File: config.mk
export PLATFORM = sky130hd
export DESIGN_NAME = clk_div_stb
export DESIGN_NICKNAME = d
export VERILOG_FILES = /design/src/rtl/clk_div_stb.sv
export SDC_FILE = /design/constraint.sdc
export NUM_CORES = 1
export LEC_CHECK = 0
export CORE_MARGIN = 3
export CORE_UTILIZATION = 30
export CTS_BUF_LIST = sky130_fd_sc_hd__clkbuf_8 sky130_fd_sc_hd__clkbuf_16
export DETAILED_ROUTE_END_ITERATION = 12
export HOLD_SLACK_MARGIN = 0.06
export PLACE_DENSITY = 0.58
export SLEW_MARGIN = 20
export SYNTH_ARGS = -nofsm -noshare
export SYNTH_HDL_FRONTEND = slang
export SYNTH_SLANG_ARGS = --single-unit
File: constraint.sdc
create_clock -name i_clk -period 1.79 [get_ports i_clk]
set_input_delay 0.358 -clock i_clk [delete_from_list [all_inputs] [get_ports i_clk]]
set_output_delay 0.358 -clock i_clk [all_outputs]
set_load 0.05 [all_outputs]
File: src/rtl/clk_div_stb.sv
// rtl/clk_div_stb.sv - 8-bit bit-period prescaler with restart; sel 0 gives a 256-clock period
module clk_div_stb (
    input  logic       i_clk,
    input  logic       i_rst_n,
    input  logic       i_restart,
    input  logic [7:0] i_sel_div,
    output logic       o_stb
);
    logic [7:0] r_cnt;

    assign o_stb = (r_cnt == i_sel_div);

    always_ff @(posedge i_clk or negedge i_rst_n) begin
        if (!i_rst_n) begin
            r_cnt <= 8'd1;
        end else if (i_restart || o_stb) begin
            r_cnt <= 8'd1;
        end else begin
            r_cnt <= r_cnt + 8'd1;
        end
    end
endmodule

# Yosys cells after proc, flatten, opt, wreduce, memory -nomap -nowiden
# Cells that the tools add are included.
[totals]
memories = 0
ramBits = 0
latch_bits = 0
output_inout_bits = 1
in_bits = 11
register_bits = 8
romBits = 0
[classes]
n_shift = 0
order_cmp = 0
n_bitwise = 0
muxes = 1
div = 0
mul = 0
eq_ne = 1
add_sub_neg = 1
reduce_logical = 1
[ops]
columns = ["cell", "n"]
rows = [
  ["$add 8x1->8 const B", 1],
  ["$eq 8x8->1", 1],
  ["$mux 8", 1],
  ["$logic_or 1x1->1", 1],
]

# Logic depth before layout (Yosys ltp)
# Gate-level depths: netlist (run 1).
[logic_depth]
depth_word = 3
depth_mapped = 4
ltp_nobuf = 4

# Worst setup path after synthesis (run 1)
# Ideal clock, no wire load.
[synth_timing]
kind = "register to output"
startpoint = "reg r_cnt[3]"
endpoint = "out o_stb"
t_required_ns = 1.432
t_arrival_ns = 1.565
stages_incl_launch_ff = 5
slack_ns = -0.133
n_path_buf = 1
path_cell_list = "dfrtp_1 > buf_6 > xor2_2 > nor4_4 > and2_1"
[synth_between]
elab_chain_cells = 1
[synth_rtl]
columns = ["element", "line", "source"]
rows = [
  ["from (decl)", "9", "logic [7:0] r_cnt;"],
  ["from (signal assigned)", "19", "r_cnt <= r_cnt + 8'd1;"],
  ["$eq 8x8->1", "11", "assign o_stb = (r_cnt == i_sel_div);"],
  ["to (decl)", "7", "output logic o_stb"],
]
# No other way between the ends.

# Final worst setup path (run 1)
[layout_timing]
startpoint = "reg r_cnt[4]"
endpoint = "out o_stb"
# The elaborated chain is that of the path after synthesis.

==> impl_metrics.ini, run 1 <==
[drt]
viasPerCell = 5.13
drcViolationCount = 0
finalWirelength_mm = 1.15
drt-initial-drc-count = 8
top_layer = met3
wl_met3_um = 67
met1Wirelength_um = 502
wl_met2_um = 580
ant_nets = 0
vias = 426
first_pass_iters = 2
wl_per_cell_um = 13.9

[sta]
tightest_slew_ns = 0.380
fin_tns_setup_ns = 0
max_freq_mhz = 559
hold_violations = 0
fin_skew_ns = 0.00572
min_period_ns = 1.79
finalCritPeriodShare_pct = 100
setup_ws_ns = 0.000708
rsz0062_at_grt = yes
setup_viol = 0
max_slew_margin_pct = 74.6
whs_ns = 0.414
slew_viol_final = 0

[logic_synthesis]
async_reset_ff_share_pct = 100
ys_seq_area_share_pct = 38.2
synth_most_common_cell = xor2_1
synthDominantCellAreaShare_pct = 33.2
yosys_most_used_dff = dfrtp_1
syn_avg_cell_area_um2 = 11.2
synth_area_leaders = dfrtp_1 (33%), xor2_1 (15%), nor4_4 (8.1%)
syn_nets = 59
yosysUniqueCellTypes = 21
netlist_area_um2 = 528
synth-edff-count = 0
syn_inst = 47
yosys.area.top_type = dfrtp_1
synth_common_cells = xor2_1 (9), dfrtp_1 (7), a211oi_1 (4)
ys_ff_latch = 8
yosysWarningCount = 0

[clock_tree]
cts_buffer_depth = 2
cts.sinks = 8
ctsHoldBuffers = 0
path_clk_slew_ns = 0.04
cts_max_level = 1
cts-buffers-inserted = 3
cts-root-buf = clkbuf_8
clkLatencyLatePin_ns = 0.23
cts_tree = done

[placed_design]
pre_cts_slack_ns = -0.204
gp_congestion = 0.695
port_buffers = 11
placedCellCount = 76
hpwl_um = 836
dpl_cell_area_um2 = 686

[finish]
n_fill_cell = 153
multi_input_area_um2 = 352
seqCellArea_um2 = 204
final_nets = 80
antennaDiodeCount = 0
top_regs = r_cnt: 8 flops
design_area_um2 = 806
area_delta_synth_final_pct = 52.6
final_cells = 83
post_route_cells_drive_above_1_share_pct = 38.8
final_util_pct = 51.1
regMostFlops = r_cnt
largest_reg_flops = 8

[grt]
grt.total_usage_pct = 12.4
grt_max_degree = 9
grt_pass1_vias = 421
grt_pass1_wl_mm = 1.88
grt_antenna_before_repair = 0
grt_overflow = 0

[floorplanning]
die_y_um = 48.0
dieArea_um2 = 2300
initial_core_util_pct = 33.5
io_pins = 12
die_x_um = 48.0
core-area_um2 = 1580
rows = 14

[min_path]
hp-class = in -> async

[critical_path]
critPathKind = reg -> out
start_kind = flop
critPathArrivalTime_ns = 1.43
critPathMaxFanout = 3
reg2regPathDepth = 4
cp-end-kind = output pin
worst_ep_required_time_ns = 1.43

[pwr]
peakVddDrop_mv = 0.481
power_uw = 535
p_per_area_nw_per_um2 = 663
p_leak_nw = 0.359

[flow_run]
cap_violations = 0

[status]
run_status = finished, final reports clean
==> cell families after synthesis <==
logic type | Yosys count | synth area share, %
xor+xnor | 11 | 19.7
fa+ha+maj | 1 | 2.37
buf+inv | 4 | 4.27
flops | 8 | 38.2
compound gates | 11 | 16.4
simple gates | 12 | 19.2
==> layer usage <==
layer	GRT usage (%)	up-vias
met5	0	-
met4	3.23	0
met3	6.77	0
met2	18.2	10
met1	15.8	210
li1	-	206
==> worst max-delay path: stages (launching register included) <==
cell     delay, ns
dfrtp_2       0.42
xor2_1        0.17
nor4_4        0.29
and2_4        0.20
buf_12        0.13
==> cell usage in the layout, fill, tap and decap left out, drive strengths merged, types with 2 or more instances in the layout <==
master,count
dfrtp,7
a211oi,4
nand3,3
xor2,10
a221oi,3
inv,3
buf,8
dlygate4sd2,4
dlymetal6s2s,4
or3,3
nand2,2
o21ai,3
clkdlybuf4s50,2
nor4,2
clkbuf,3
==> cell type report <==
class                   count  area share [%]
clock buffers               3            5.12
clock inverters             1           0.466
inverters                   2           0.932
multi-input cells          35            43.6
flip-flops and latches      8            25.3
well taps                  16            2.48
repair buffers             18            22.0
==> where the power goes <==
group / total [mW] / switching (mW) / internal [mW] / leakage [nW]
Sequential: 0.203 / 0.0109 / 0.192 / 0.103
Combinational: 0.109 / 0.0538 / 0.0552 / 0.229
Clock: 0.222 / 0.0735 / 0.149 / 0.0269
==> worst paths after layout <==
check	slack, ns	to	startpoint
max	0.0007	o_stb	r_cnt[4]
min	0.41	r_cnt[6]	i_rst_n
max reg2reg	0.19	r_cnt[6]	r_cnt[0]
min reg2reg	0.58	r_cnt[0]	r_cnt[0]
max in group asynchronous	1.06	r_cnt[0]	i_rst_n
min in group i_clk	0.58	r_cnt[0]	r_cnt[0]
==> timing repair <==
action,4_1_cts,5_1_grt
gates resized for setup,7,9
setup endpoints to repair,1,1
setup buffers,0,3
pin swaps,4,4
endpoints found under the hold margin,0,0
Power figures use the tool's default switching activity.
==> run 2, diff against run 1 <==
clock period = 2.3 ns   (was 1.79 ns; I/O delays follow)
==> run 2 against run 1 <==
  * Critical path depth is 1 higher
  * Register-to-register slack better by 0.55 ns
  * Power down 24%
  * Critical path type is now in -> out
  * Largest power group unchanged
==> impl_metrics.ini, run 2 (same netlist as run 1, synthesis figures left out) <==
[grt]
grt_use_met3_pct = 4.51
grt_overflow = 0
grtUsageMet1_pct = 15.9
gr-max-usage-layer = met1
grt_max_degree = 9
grt_pass1_wl_mm = 1.74
grt_antenna_before_repair = 0
grt.total_usage_pct = 11.6
grtUsageMet2_pct = 15.3
grt_pass1_vias = 388

[clock_tree]
cts-buffers-inserted = 3
path_clk_slew_ns = 0.05
ctsHoldBuffers = 0
cts_resized = 0
cts_buffer_depth = 2
postCtsSetupBuffers = 0
cts-root-buf = clkbuf_8
clkLatencyLatePin_ns = 0.23
cts.sinks = 8
cts_tree = done
cts_max_level = 1

[drt]
vias = 422
viasPerCell = 5.41
drcViolationCount = 0
drt-initial-drc-count = 6
finalWirelength_mm = 1.09
wl_per_cell_um = 13.9
first_pass_iters = 3
ant_nets = 0

[sta]
slew_viol_final = 0
tightest_slew_ns = 0.387
setup_viol = 0
fin_tns_setup_ns = 0
max_slew_margin_pct = 74.1
finalCritPeriodShare_pct = 97.0
fin_skew_ns = 0.0128
min_period_ns = 2.23
hold_violations = 0
rsz0062_at_grt = no
max_freq_mhz = 448
setup_ws_ns = 0.0691
whs_ns = 0.513

[finish]
antennaDiodeCount = 0
n_fill_cell = 141
design_area_um2 = 716
final_nets = 75
post_route_cells_drive_above_1_share_pct = 21.0
area_delta_synth_final_pct = 35.5
layout.cells.most_common_list = clkdlybuf4s50_1 (10), xor2_1 (9), dfrtp_1 (7), a211oi_1 (4)
regMostFlops = r_cnt
final_common_cell = clkdlybuf4s50_1
final_cells = 78
top_regs = r_cnt: 8 flops
largest_reg_flops = 8
final_util_pct = 45.4

[status]
run_status = finished, final reports clean

[min_path]
hp-class = in -> async

[critical_path]
reg2regPathDepth = 4
cpMaxStageDelayCell = clkdlybuf4s50_1
reg2reg_slack_ns = 0.74
critPathKind = in -> out
critPathArrivalTime_ns = 1.77
path_cells = clkdlybuf4s50_1 -> xor2_2 -> nor4_4 -> and2_4 -> buf_12
cp-end-kind = output pin
start_kind = primary input
reg2reg_to = r_cnt[6]
r2r_start = r_cnt[0]
max_stage_delay_ns = 0.46
worst_ep_required_time_ns = 1.84
critPathMaxFanout = 2

[floorplanning]
dieArea_um2 = 2300
io_pins = 12
rows = 14
die_y_um = 48.0
core-area_um2 = 1580
die_x_um = 48.0
initial_core_util_pct = 33.5

[pwr]
combPwrFrac_pct = 17.2
p_leak_nw = 0.288
peakVddDrop_mv = 0.246
p_seq_share_pct = 39.6
switching_power_uw = 103
p_per_area_nw_per_um2 = 565
power_uw = 404
p_int_uw = 301
p_sw_share_pct = 25.5
clkPwrFrac_pct = 43.2

[placed_design]
dpl_cell_area_um2 = 668
port_buffers = 11
hpwl_um = 805
pre_cts_slack_ns = 0.0499
placedCellCount = 74
gp_congestion = 0.723

[flow_run]
cap_violations = 0
-- run 2: cell types whose count changed in the layout (fill, tap and decap cells not counted) --
cell	previous run	this run
dlygate4sd2_1	4	0
dfrtp_1	5	7
buf_4	7	2
dlymetal6s2s_1	4	0
xor2_1	3	9
clkdlybuf4s50_1	2	10
xor2_2	7	1
dfrtp_2	2	0
-- run 2: area by class of cell --
class	instances	area, µm²	share of cell area [%]
multi-input combinational	35	307	42.8
sequential	8	201	28.1
timing repair buffer	13	135	18.9
clock buffer	3	41.3	5.77
tap	16	20.0	2.80
inverter	2	7.51	1.05
clock inverter	1	3.75	0.524
-- run 2: metal layers --
metal	part of all wire [%]	vias up
met1	50	206
met4	0.74	0
li1	-	202
met2	43	12
met5	0	-
met3	6.7	2
-- run 2: power by group through the flow --
stage                     clock, mW  combinational [mW]  sequential [mW]
after global routing          0.184              0.0760            0.161
final                         0.175              0.0695            0.160
after global placement            0              0.0694            0.162
after CTS                     0.175              0.0700            0.160
after detailed placement          0              0.0695            0.162
after floorplan                   0              0.0434            0.159
-- run 2: worst max-delay path: cells and delay by family --
kind	cells	cell delay (ns)
buffers and inverters	2	0.59
and+or+nand+nor	2	0.52
xor gates and xnor gates	1	0.20
-- run 2: worst max path at each step --
stage | end | slack (ns) | startpoint | cells after the start
3_3_place_gp | o_stb | 0.04 | i_sel_div[3] | 5
4_1_cts | o_stb | 0.03 | i_sel_div[3] | 5
2_1_floorplan | o_stb | 0.27 | i_sel_div[7] | 3
6_report | o_stb | 0.07 | i_sel_div[3] | 5
3_5_place_dp | o_stb | 0.05 | i_sel_div[3] | 5
5_1_grt | o_stb | 0.03 | i_sel_div[3] | 5
==> run 3, diff against run 2 <==
CORE_AREA = 3 3 40 42   (was default)
CORE_MARGIN = default   (was 3)
CORE_UTILIZATION = default   (was 30)
DIE_AREA = 0 0 43 45   (was default)
PLACE_DENSITY = 0.71   (was 0.58)
==> run 3 against run 2 <==
  * Routed wire length down 0.18%
  * First-iteration DRC count shrank 17%
  * Via count down 0.71%
  * Clock skew fell by 0.0043 ns
  * Maximum frequency is 0.10% higher
  * Non-clock buffer count unchanged
  * Die area shrank 16%
  * Critical path depth unchanged
  * Setup slack gained 0.0023 ns
  * Clock power increased by 2%
  * Largest power group unchanged
==> impl_metrics.ini, run 3 (same netlist as run 1, synthesis figures left out) <==
[sta]
fin_skew_ns = 0.00855
tightest_slew_ns = 0.378
max_slew_margin_pct = 74.7
finalCritPeriodShare_pct = 96.9
fin_tns_setup_ns = 0
rsz0062_at_grt = no
min_period_ns = 2.23
setup_viol = 0
hold_violations = 0
slew_viol_final = 0
whs_ns = 0.508
max_freq_mhz = 449

[finish]
largest_reg_flops = 8
design_area_um2 = 712
regMostFlops = r_cnt
multi_input_area_um2 = 304
area_delta_synth_final_pct = 34.8
post_route_cells_drive_above_1_share_pct = 19.4
n_fill_cell = 126
antennaDiodeCount = 0
layout.cells.most_common_list = clkdlybuf4s50_1 (10), xor2_1 (9), dfrtp_1 (7), a211oi_1 (4)
final_nets = 75
final_cells = 77
seqCellArea_um2 = 201
final_common_cell = clkdlybuf4s50_1
top_regs = r_cnt: 8 flops

[floorplanning]
dieArea_um2 = 1940
die_x_um = 43
io_pins = 12
initial_core_util_pct = 41.1
die_y_um = 45
core-area_um2 = 1280
rows = 13

[critical_path]
worst_ep_required_time_ns = 1.84
cp-end-kind = output pin
critPathArrivalTime_ns = 1.77
path_cells = clkdlybuf4s50_1 -> xor2_2 -> nor4_4 -> and2_1 -> buf_12
start_kind = primary input
cpMaxStageDelayCell = clkdlybuf4s50_1
max_stage_delay_ns = 0.44
cpLargestDelayFamily = buffers and inverters
critPathKind = in -> out
path_buf_inv = 2
critPathMaxFanout = 2

[clock_tree]
path_clk_slew_ns = 0.05
cts-root-buf = clkbuf_8
cts_tree = done
ctsHoldBuffers = 0
cts_buffer_depth = 2
cts_max_level = 1
cts.sinks = 8
cts-buffers-inserted = 3
clkLatencyLatePin_ns = 0.24
cts_resized = 0
postCtsSetupBuffers = 0

[placed_design]
gp_congestion = 0.746
hpwl_um = 838
dpl_cell_area_um2 = 667
port_buffers = 11
placedCellCount = 73

[pwr]
p_per_area_nw_per_um2 = 575
peakVddDrop_mv = 0.343
p_leak_nw = 0.287

[status]
run_status = finished, final reports clean

[drt]
first_pass_iters = 2
wl_per_cell_um = 14.1
drt-initial-drc-count = 5
vias = 419
ant_nets = 0
drcViolationCount = 0
viasPerCell = 5.44
finalWirelength_mm = 1.09

[flow_run]
cap_violations = 0

[grt]
grt_max_degree = 9
grt_pass1_wl_mm = 1.81
grt_pass1_vias = 403
grt_overflow = 0
grt_antenna_before_repair = 0
grt.total_usage_pct = 12.6

[min_path]
hp-class = in -> async
## run 3: per-stage QoR
step           total power [mW]  setup WS [ns]  utilization [%]
6_report                  0.410         0.0715             55.4
5_1_grt                   0.426         0.0149             55.4
4_1_cts                   0.414         0.0475             55.4
3_5_place_dp              0.234         0.0615             51.9
3_3_place_gp              0.231         0.0619             51.9
2_1_floorplan             0.202          0.272                -
## run 3: worst paths after layout
| kind | slack [ns] | cells after the start | startpoint | to |
|---|---|---|---|---|
| max | 0.07 | 5 | i_sel_div[3] | o_stb |
| min | 0.51 | 1 | i_rst_n | r_cnt[6] |
| max reg2reg | 0.76 | 4 | r_cnt[0] | r_cnt[6] |
| min reg2reg | 0.55 | 2 | r_cnt[0] | r_cnt[0] |
| max in group asynchronous | 1.47 | 1 | i_rst_n | r_cnt[0] |
| min in group i_clk | 0.55 | 2 | r_cnt[0] | r_cnt[0] |
## run 3: power by group
group | leakage, nW | total [mW] | switching (mW) | internal (mW)
clock | 0.0269 | 0.179 | 0.0626 | 0.116
sequential | 0.106 | 0.160 | 0.0111 | 0.149
combinational | 0.153 | 0.0705 | 0.0344 | 0.0361
total | 0.287 | 0.410 | 0.108 | 0.301
## run 3: cell type report
class,count,area share [%]
clock buffers,3,5.80
repair buffers,13,19.0
multi-input cells,35,42.7
clock inverters,1,0.527
flip-flops and latches,8,28.3
well taps,15,2.64
inverters,2,1.05
## run 3: worst register-to-register path, stage by stage (launching register included)
cell and delay (ns):
dfstp_2 0.56, ha_1 0.20, nand2_1 0.07, or3_1 0.35, a221oi_1 0.27
## run 3: per-layer routing
layer | part of all wire [%] | global-route usage (%) | up-vias
met3 | 7.1 | 3.98 | 3
met4 | 1.8 | 5.42 | 0
met5 | 0 | 0 | -
met1 | 46 | 16.9 | 201
li1 | - | - | 205
met2 | 45 | 18.9 | 10
